**src/rtl/sam_out_packetizer_if.sv**
```systemverilog
// Stream bundle between the SAM core output, the packetizer and the DMA.
// The master side feeds words, flush and m_ready; the slave side is the packetizer.
interface sam_out_packetizer_if #(
  parameter int DATA_W = 32
);
  logic [DATA_W-1:0] in_data;
  logic              in_valid;
  logic              in_ready;
  logic [DATA_W-1:0] m_data;
  logic              m_valid;
  logic              m_ready;
  logic              m_last;
  logic              flush;

  modport master (
    output in_data, in_valid, m_ready, flush,
    input  in_ready, m_data, m_valid, m_last
  );

  modport slave (
    input  in_data, in_valid, m_ready, flush,
    output in_ready, m_data, m_valid, m_last
  );
endinterface

```
**src/rtl/sam_out_packetizer.sv**
```systemverilog
// Buffers SAM core output words in a small FIFO and re-emits them as framed
// packets with m_last every PKT_LEN words, or early on a flush request.
module sam_out_packetizer #(
  parameter int DATA_W     = 32,
  parameter int FIFO_DEPTH = 16,
  parameter int PKT_LEN    = 256
) (
  input  logic                clk,
  input  logic                rstn,
  sam_out_packetizer_if.slave s,
  output logic [15:0]         pkt_count
);

  localparam int          AW       = (FIFO_DEPTH > 1) ? $clog2(FIFO_DEPTH) : 1;
  localparam int          CW       = AW + 1;
  localparam logic [15:0] LAST_IDX = 16'(PKT_LEN - 1);

  logic [DATA_W-1:0] mem [FIFO_DEPTH];

  logic [AW-1:0] wr_ptr_reg, wr_ptr_next;
  logic [AW-1:0] rd_ptr_reg, rd_ptr_next;
  logic [CW-1:0] count_reg, count_next;
  logic [15:0]   out_cnt_reg, out_cnt_next;
  logic [15:0]   pkt_count_reg, pkt_count_next;
  logic          flush_pend_reg, flush_pend_next;
  logic          run_reg;

  logic full, pkt_end, cnt_one, cnt_two_plus;
  logic push, pop;

  always_comb begin
    full         = (count_reg == CW'(FIFO_DEPTH));
    pkt_end      = (out_cnt_reg == LAST_IDX);
    cnt_one      = (count_reg == CW'(1));
    cnt_two_plus = (count_reg >= CW'(2));

    // run_reg keeps the input closed for the first cycle after reset.
    s.in_ready = rstn && run_reg && !full && !flush_pend_reg;

    // Keep the last buffered word back unless it may close the packet,
    // so a later flush always has a word to carry m_last.
    s.m_valid  = rstn && (cnt_two_plus || (cnt_one && (pkt_end || flush_pend_reg)));
    s.m_last   = s.m_valid && (pkt_end || (flush_pend_reg && cnt_one));
    s.m_data   = mem[rd_ptr_reg];

    push = s.in_valid && s.in_ready;
    pop  = s.m_valid && s.m_ready;

    wr_ptr_next    = push ? wr_ptr_reg + AW'(1) : wr_ptr_reg;
    rd_ptr_next    = pop  ? rd_ptr_reg + AW'(1) : rd_ptr_reg;
    count_next     = count_reg + CW'(push) - CW'(pop);
    out_cnt_next   = out_cnt_reg;
    pkt_count_next = pkt_count_reg;
    if (pop && s.m_last) begin
      out_cnt_next   = '0;
      pkt_count_next = pkt_count_reg + 16'd1;
    end else if (pop) begin
      out_cnt_next   = out_cnt_reg + 16'd1;
    end

    // A pending flush lasts until the buffer has fully drained; a flush that
    // would leave nothing buffered opens no packet.
    flush_pend_next = (flush_pend_reg || s.flush) && (count_next != '0);
  end

  always_ff @(posedge clk) begin
    if (!rstn) begin
      wr_ptr_reg     <= '0;
      rd_ptr_reg     <= '0;
      count_reg      <= '0;
      out_cnt_reg    <= '0;
      pkt_count_reg  <= '0;
      flush_pend_reg <= 1'b0;
      run_reg        <= 1'b0;
    end else begin
      wr_ptr_reg     <= wr_ptr_next;
      rd_ptr_reg     <= rd_ptr_next;
      count_reg      <= count_next;
      out_cnt_reg    <= out_cnt_next;
      pkt_count_reg  <= pkt_count_next;
      flush_pend_reg <= flush_pend_next;
      run_reg        <= 1'b1;
    end
  end

  always_ff @(posedge clk) begin
    if (push) begin
      mem[wr_ptr_reg] <= s.in_data;
    end
  end

  assign pkt_count = pkt_count_reg;

endmodule

```
**src/flat_wrapper.sv**
```systemverilog
// flat-port wrapper written by rule: the top's interface ports become plain ports
module sam_out_packetizer_flat 
#(
  parameter int DATA_W     = 32,
  parameter int FIFO_DEPTH = 16,
  parameter int PKT_LEN    = 256
)
  (clk, rstn, pkt_count, s_in_data, s_in_valid, s_m_ready, s_flush, s_in_ready, s_m_data, s_m_valid, s_m_last);
  sam_out_packetizer_if #(.DATA_W(DATA_W)) s_i ();
  input  logic clk;
  input  logic rstn;
  output logic [15:0] pkt_count;
  input wire logic [$bits(s_i.in_data)-1:0] s_in_data;
  input wire logic [$bits(s_i.in_valid)-1:0] s_in_valid;
  input wire logic [$bits(s_i.m_ready)-1:0] s_m_ready;
  input wire logic [$bits(s_i.flush)-1:0] s_flush;
  output wire logic [$bits(s_i.in_ready)-1:0] s_in_ready;
  output wire logic [$bits(s_i.m_data)-1:0] s_m_data;
  output wire logic [$bits(s_i.m_valid)-1:0] s_m_valid;
  output wire logic [$bits(s_i.m_last)-1:0] s_m_last;
  assign s_i.in_data = s_in_data;
  assign s_i.in_valid = s_in_valid;
  assign s_i.m_ready = s_m_ready;
  assign s_i.flush = s_flush;
  assign s_in_ready = s_i.in_ready;
  assign s_m_data = s_i.m_data;
  assign s_m_valid = s_i.m_valid;
  assign s_m_last = s_i.m_last;
  sam_out_packetizer #(.DATA_W(DATA_W), .FIFO_DEPTH(FIFO_DEPTH), .PKT_LEN(PKT_LEN)) u_core (.clk(clk), .rstn(rstn), .s(s_i), .pkt_count(pkt_count));
endmodule
```
**config.mk**
```make
export PLATFORM = sky130hd
export DESIGN_NAME = sam_out_packetizer_flat
export DESIGN_NICKNAME = d
export VERILOG_FILES = /design/src/rtl/sam_out_packetizer_if.sv /design/src/rtl/sam_out_packetizer.sv /design/src/flat_wrapper.sv
export SDC_FILE = /design/constraint.sdc
export NUM_CORES = 1
export LEC_CHECK = 0
export CORE_MARGIN = 4
export CORE_UTILIZATION = 40
export CTS_CLUSTER_SIZE = 16
export DETAILED_ROUTE_END_ITERATION = 16
export DONT_BUFFER_PORTS = 1
export PLACE_DENSITY_LB_ADDON = 0.2
export SKIP_CTS_REPAIR_TIMING = 1
export SLEW_MARGIN = 0
export SYNTH_ARGS = -nofsm -noshare
export SYNTH_HDL_FRONTEND = slang
export SYNTH_SLANG_ARGS = --single-unit
export TNS_END_PERCENT = 30
```
**constraint.sdc**
```tcl
create_clock -name clk -period 4.15 [get_ports clk]
set_input_delay 0.6225 -clock clk [delete_from_list [all_inputs] [get_ports clk]]
set_output_delay 0.6225 -clock clk [all_outputs]
set_load 0.01 [all_outputs]
```
Word level (Yosys, flattened, before mapping):

Memories as Yosys holds them, arrays and structs flattened. A register that Yosys moved wholly into a read port is not among the register bits.
Cells that the tools add are included.

* flip-flop bits (word level): 47
* RAM bits: 512
* bits of input ports: 37
* output and inout bits: 51
* word-level logic and storage cells: 43
* memories: 1

Memories
* u_core.mem: words 16, width 32, rd ports 1, clocked after memory_dff 1, wr ports 1, RTL line sam_out_packetizer.sv:18 `logic [DATA_W-1:0] mem [FIFO_DEPTH];`

* add/sub/neg operators: 6
* $lt $le $gt $ge: 1
* equality and inequality tests: 3
* muxes and demuxes: 5
* bitwise gates (word level): 1
* reduce and logical (&&, ||, !) cells: 19

Operators with widths (number)
* $add A16 B1 Y16 const B: 2
* $eq A16 B8 Y1 const B: 1
* $logic_and A1 B1 Y1: 11
* $add A4 B1 Y4 const B: 2
* $mux W4: 2
* $add A5 B1 Y5: 1
* $eq A5 B1 Y1 const B: 1
* $eq A5 B5 Y1 const B: 1
* $ge A5 B2 Y1 const B: 1
* $reduce_bool A5 Y1: 1
* $sub A5 B1 Y5: 1
* $logic_or A1 B1 Y1: 4
* $mux W1: 3
* $logic_not A1 Y1: 2
* $reduce_or A2 Y1: 1
* $not A1 Y1: 1

Depth between registers and ports, before layout:

* depth after elaboration: 9
* mapped depth: 16
* depth with buffers taken out: 14

Worst setup path before layout:

No wires, ideal clock.

* path kind: input to register
* from: in rstn
* to: mem u_core.mem[5][0] (enable)
* setup time: 461 ps
* data arrival time: 3645 ps
* required time: 3689 ps
* path slack: 44 ps
* cell stages on the path: 4
* cell sequence: nand3b_1 a311oi_2 nand2_1 nor3_1

* longest elaborated chain between the ends: 6

RTL lines
* start: declaration: RTL line flat_wrapper.sv:11 `input logic rstn;`
* $logic_and A1 B1 Y1 (3 in a row): RTL line sam_out_packetizer.sv:38 `s.in_ready = rstn && run_reg && !full && !flush_pend_reg;`
* $logic_and A1 B1 Y1: RTL line sam_out_packetizer.sv:46 `push = s.in_valid && s.in_ready;`
* net u_core.push: RTL line sam_out_packetizer.sv:29 `logic push, pop;`
* $mux W1: RTL line sam_out_packetizer.sv:87 `if (push) begin`
* $mux W1 (not written as such): RTL line sam_out_packetizer.sv:88 `mem[wr_ptr_reg] <= s.in_data;`
* end: declaration: RTL line sam_out_packetizer.sv:18

The timed path passes the listed nets, and every way through them passes these cells.

==> flow_metrics.py <==
metrics = {
    "pwr": {
        "leakage_uw": 0.00753,
        "power_uw": 13100,
        "peakVddDrop_v": 0.000376,
        "power.density_mw_per_mm2": 527,
    },
    "outcome": {
        "outcome": "finished, final reports clean",
    },
    "placed_design": {
        "gp_congestion": 0.712,
        "placed_cells": 1713,
        "placed_cell_area_mm2": 0.0229,
        "io_buffer_count": 0,
        "post-dp-hpwl_um": 26700,
    },
    "worst_setup_path": {
        "crit_fanout": 26,
        "crit_type": "reg2out",
        "arrival_ns": 2.84,
        "cp_slowest_cell": "mux4_2",
        "required_ns": 3.53,
        "crit_path_end_kind": "output pin",
        "start_kind": "register",
        "cpPeakStageDelay_ns": 0.60,
        "crit_top_cell": "mux4_2",
        "path_cells": "buf_4 > mux4_2 > mux4_2",
    },
    "floorplan": {
        "ios": 88,
        "dieArea_mm2": 0.0583,
        "rows": 85,
        "core_area_mm2": 0.0539,
        "die_height_um": 242,
        "fp.dieW_um": 242,
        "start_util": 0.405,
    },
    "route": {
        "dr_wl_met2_um": 21900,
        "wire_per_inst_um": 25.1,
        "drtPass1Iterations": 5,
        "antenna_left": 0,
        "num_vias": 10200,
        "wl_met3_um": 2630,
        "wl_um": 45900,
        "first_iter_violations": 692,
        "drc": 0,
        "met1_length_um": 20500,
        "viasPerCell": 5.57,
        "top_layer_used": "met5",
    },
    "run": {
        "drv_cap": 0,
    },
    "synth": {
        "synth-edff-count": 512,
        "ys_warn_count": 0,
        "synth_top_cell_by_area": "edfxtp_1",
        "synth_area_mm2": 0.0218,
        "async_flop_share": 0,
        "yosysUniqueCellTypes": 47,
        "synthTopCellsByArea": "edfxtp_1 (70%), mux4_2 (17%), dfxtp_1 (4.7%)",
        "ys_ff_latch": 563,
        "synth_top_area_share": 0.705,
        "syn_area_per_cell_um2": 21.3,
        "ys.flop_type": "edfxtp_1",
        "syn_nets": 1080,
        "syn-instance-count": 1026,
        "yosysSeqAreaShare": 0.752,
    },
    "finish": {
        "mostFrequentLayoutCell": "edfxtp_1",
        "area_growth_pct": 14.1,
        "fin_area_mm2": 0.0249,
        "drive_gt1_frac": 0.279,
        "stdcell_count": 1825,
        "nets": 1132,
        "antenna-diode-count": 0,
        "mostFrequentLayoutCells": "edfxtp_1 (512), mux4_2 (160), clkbuf_16 (59), dfxtp_1 (47), buf_4 (35)",
        "largest_register_ffs": 512,
    },
    "clock_network": {
        "ctsRootBufferMaster": "clkbuf_16",
        "cts_tree": "built",
        "clock_sinks": 563,
        "cts.path.max_buffers": 3,
        "clk_latency_ns": 0.62,
        "h-tree-depth": 2,
        "clk_pin_slew_ns": 0.06,
        "cts_buffers": 59,
    },
    "sta": {
        "setup_viol": 0,
        "fmax_ghz": 0.289,
        "finalCritPeriodShare": 0.833,
        "clock_skew_ns": 0.0224,
        "final-hold-violation-count": 0,
        "fin_crit_ns": 3.46,
        "holdWs_ns": 0.0440,
        "relSlewSlack": 0.211,
        "tns_ns": 0,
        "worstMarginPinSlew_ns": 1.18,
        "drv_slew": 0,
        "rsz0062_at_grt": "no",
    },
    "grt": {
        "grt.overflow.total": 0,
        "grt_max_degree": 49,
        "antenna_found_initial": 1,
        "grt.total_usage": 0.157,
        "grt_pass1_vias": 10500,
        "grt_pass1_wl_um": 69500,
    },
    "hold_path": {
        "min_path_type": "in2reg",
    },
}
==> kinds of logic after synthesis <==
logic type               Yosys count  synth area share
AO/OA/AOI/OAI                     79            0.0227
buffers and inverters             74            0.0132
adder cells (fa/ha/maj)           17            0.0101
AND/OR/NAND/NOR                  123            0.0331
flip-flops                       563             0.752
multiplexers                     162             0.166
XOR/XNOR                           8           0.00321
==> worst max-delay path: cells and delay by family (launching register included) <==
family | cells | cell delay [ns]
flip-flops | 1 | 0.54
buffers and inverters | 1 | 0.54
multiplexers | 2 | 1.14
==> per-stage QoR <==
stage / utilization / worst slack, ns
CTS: 0.462 / 0.600
detailed placement: 0.425 / 1.02
floorplan: - / 0.0437
global route: 0.462 / 0.508
global placement: 0.425 / 1.06
finish: 0.462 / 0.692
==> area by class of cell <==
type                            instances  area [µm²]
Inverter                               25        93.8
Timing Repair Buffer                   40         363
Tap cell                              696         871
Fill cell                            4449       29000
Multi-Input combinational cell        389        5200
Clock buffer                           74        1570
Clock inverter                         38         372
Sequential cell                       563       16400
==> synthesized netlist by cell type (2+ instances only) <==
master,count
or2_2,2
o21ai_0,18
mux4_2,160
and4_1,2
nand4_1,8
xor2_1,5
dfxtp_1,51
ha_1,16
a21oi_1,33
or4_4,2
mux2i_1,2
buf_2,2
and2_1,11
or3_1,19
nor2_1,20
nand3b_1,2
nand3_1,12
nor3_1,5
o31ai_1,15
and3_1,5
or4_1,14
edfxtp_1,512
clkbuf_1,32
nand2_1,15
inv_1,25
a31oi_1,2
buf_1,14
xnor2_1,3
==> power breakdown <==
| group | internal (µW) | switching, µW |
|---|---|---|
| logic | 795 | 755 |
| registers | 6250 | 94.2 |
| clock network | 3060 | 2150 |
| total | 10100 | 3000 |
==> worst paths after layout <==
kind	startpoint	cells after the start	slack, ns	to
worst max-delay path	register	3	0.69	s_m_data[22]
worst min-delay path	rstn	0	0.04	u_core.run_reg
worst max register to register	u_core.count_reg[2]	14	1.01	u_core.flush_pend_reg
worst min register to register	u_core.rd_ptr_reg[3]	2	0.49	register
==> per-layer routing <==
| layer | global-route usage | up-vias |
|---|---|---|
| met5 | 0 | - |
| met2 | 0.249 | 231 |
| li1 | - | 4416 |
| met1 | 0.222 | 5442 |
| met3 | 0.0370 | 68 |
| met4 | 0.0420 | 2 |
Power figures use the tool's default switching activity.
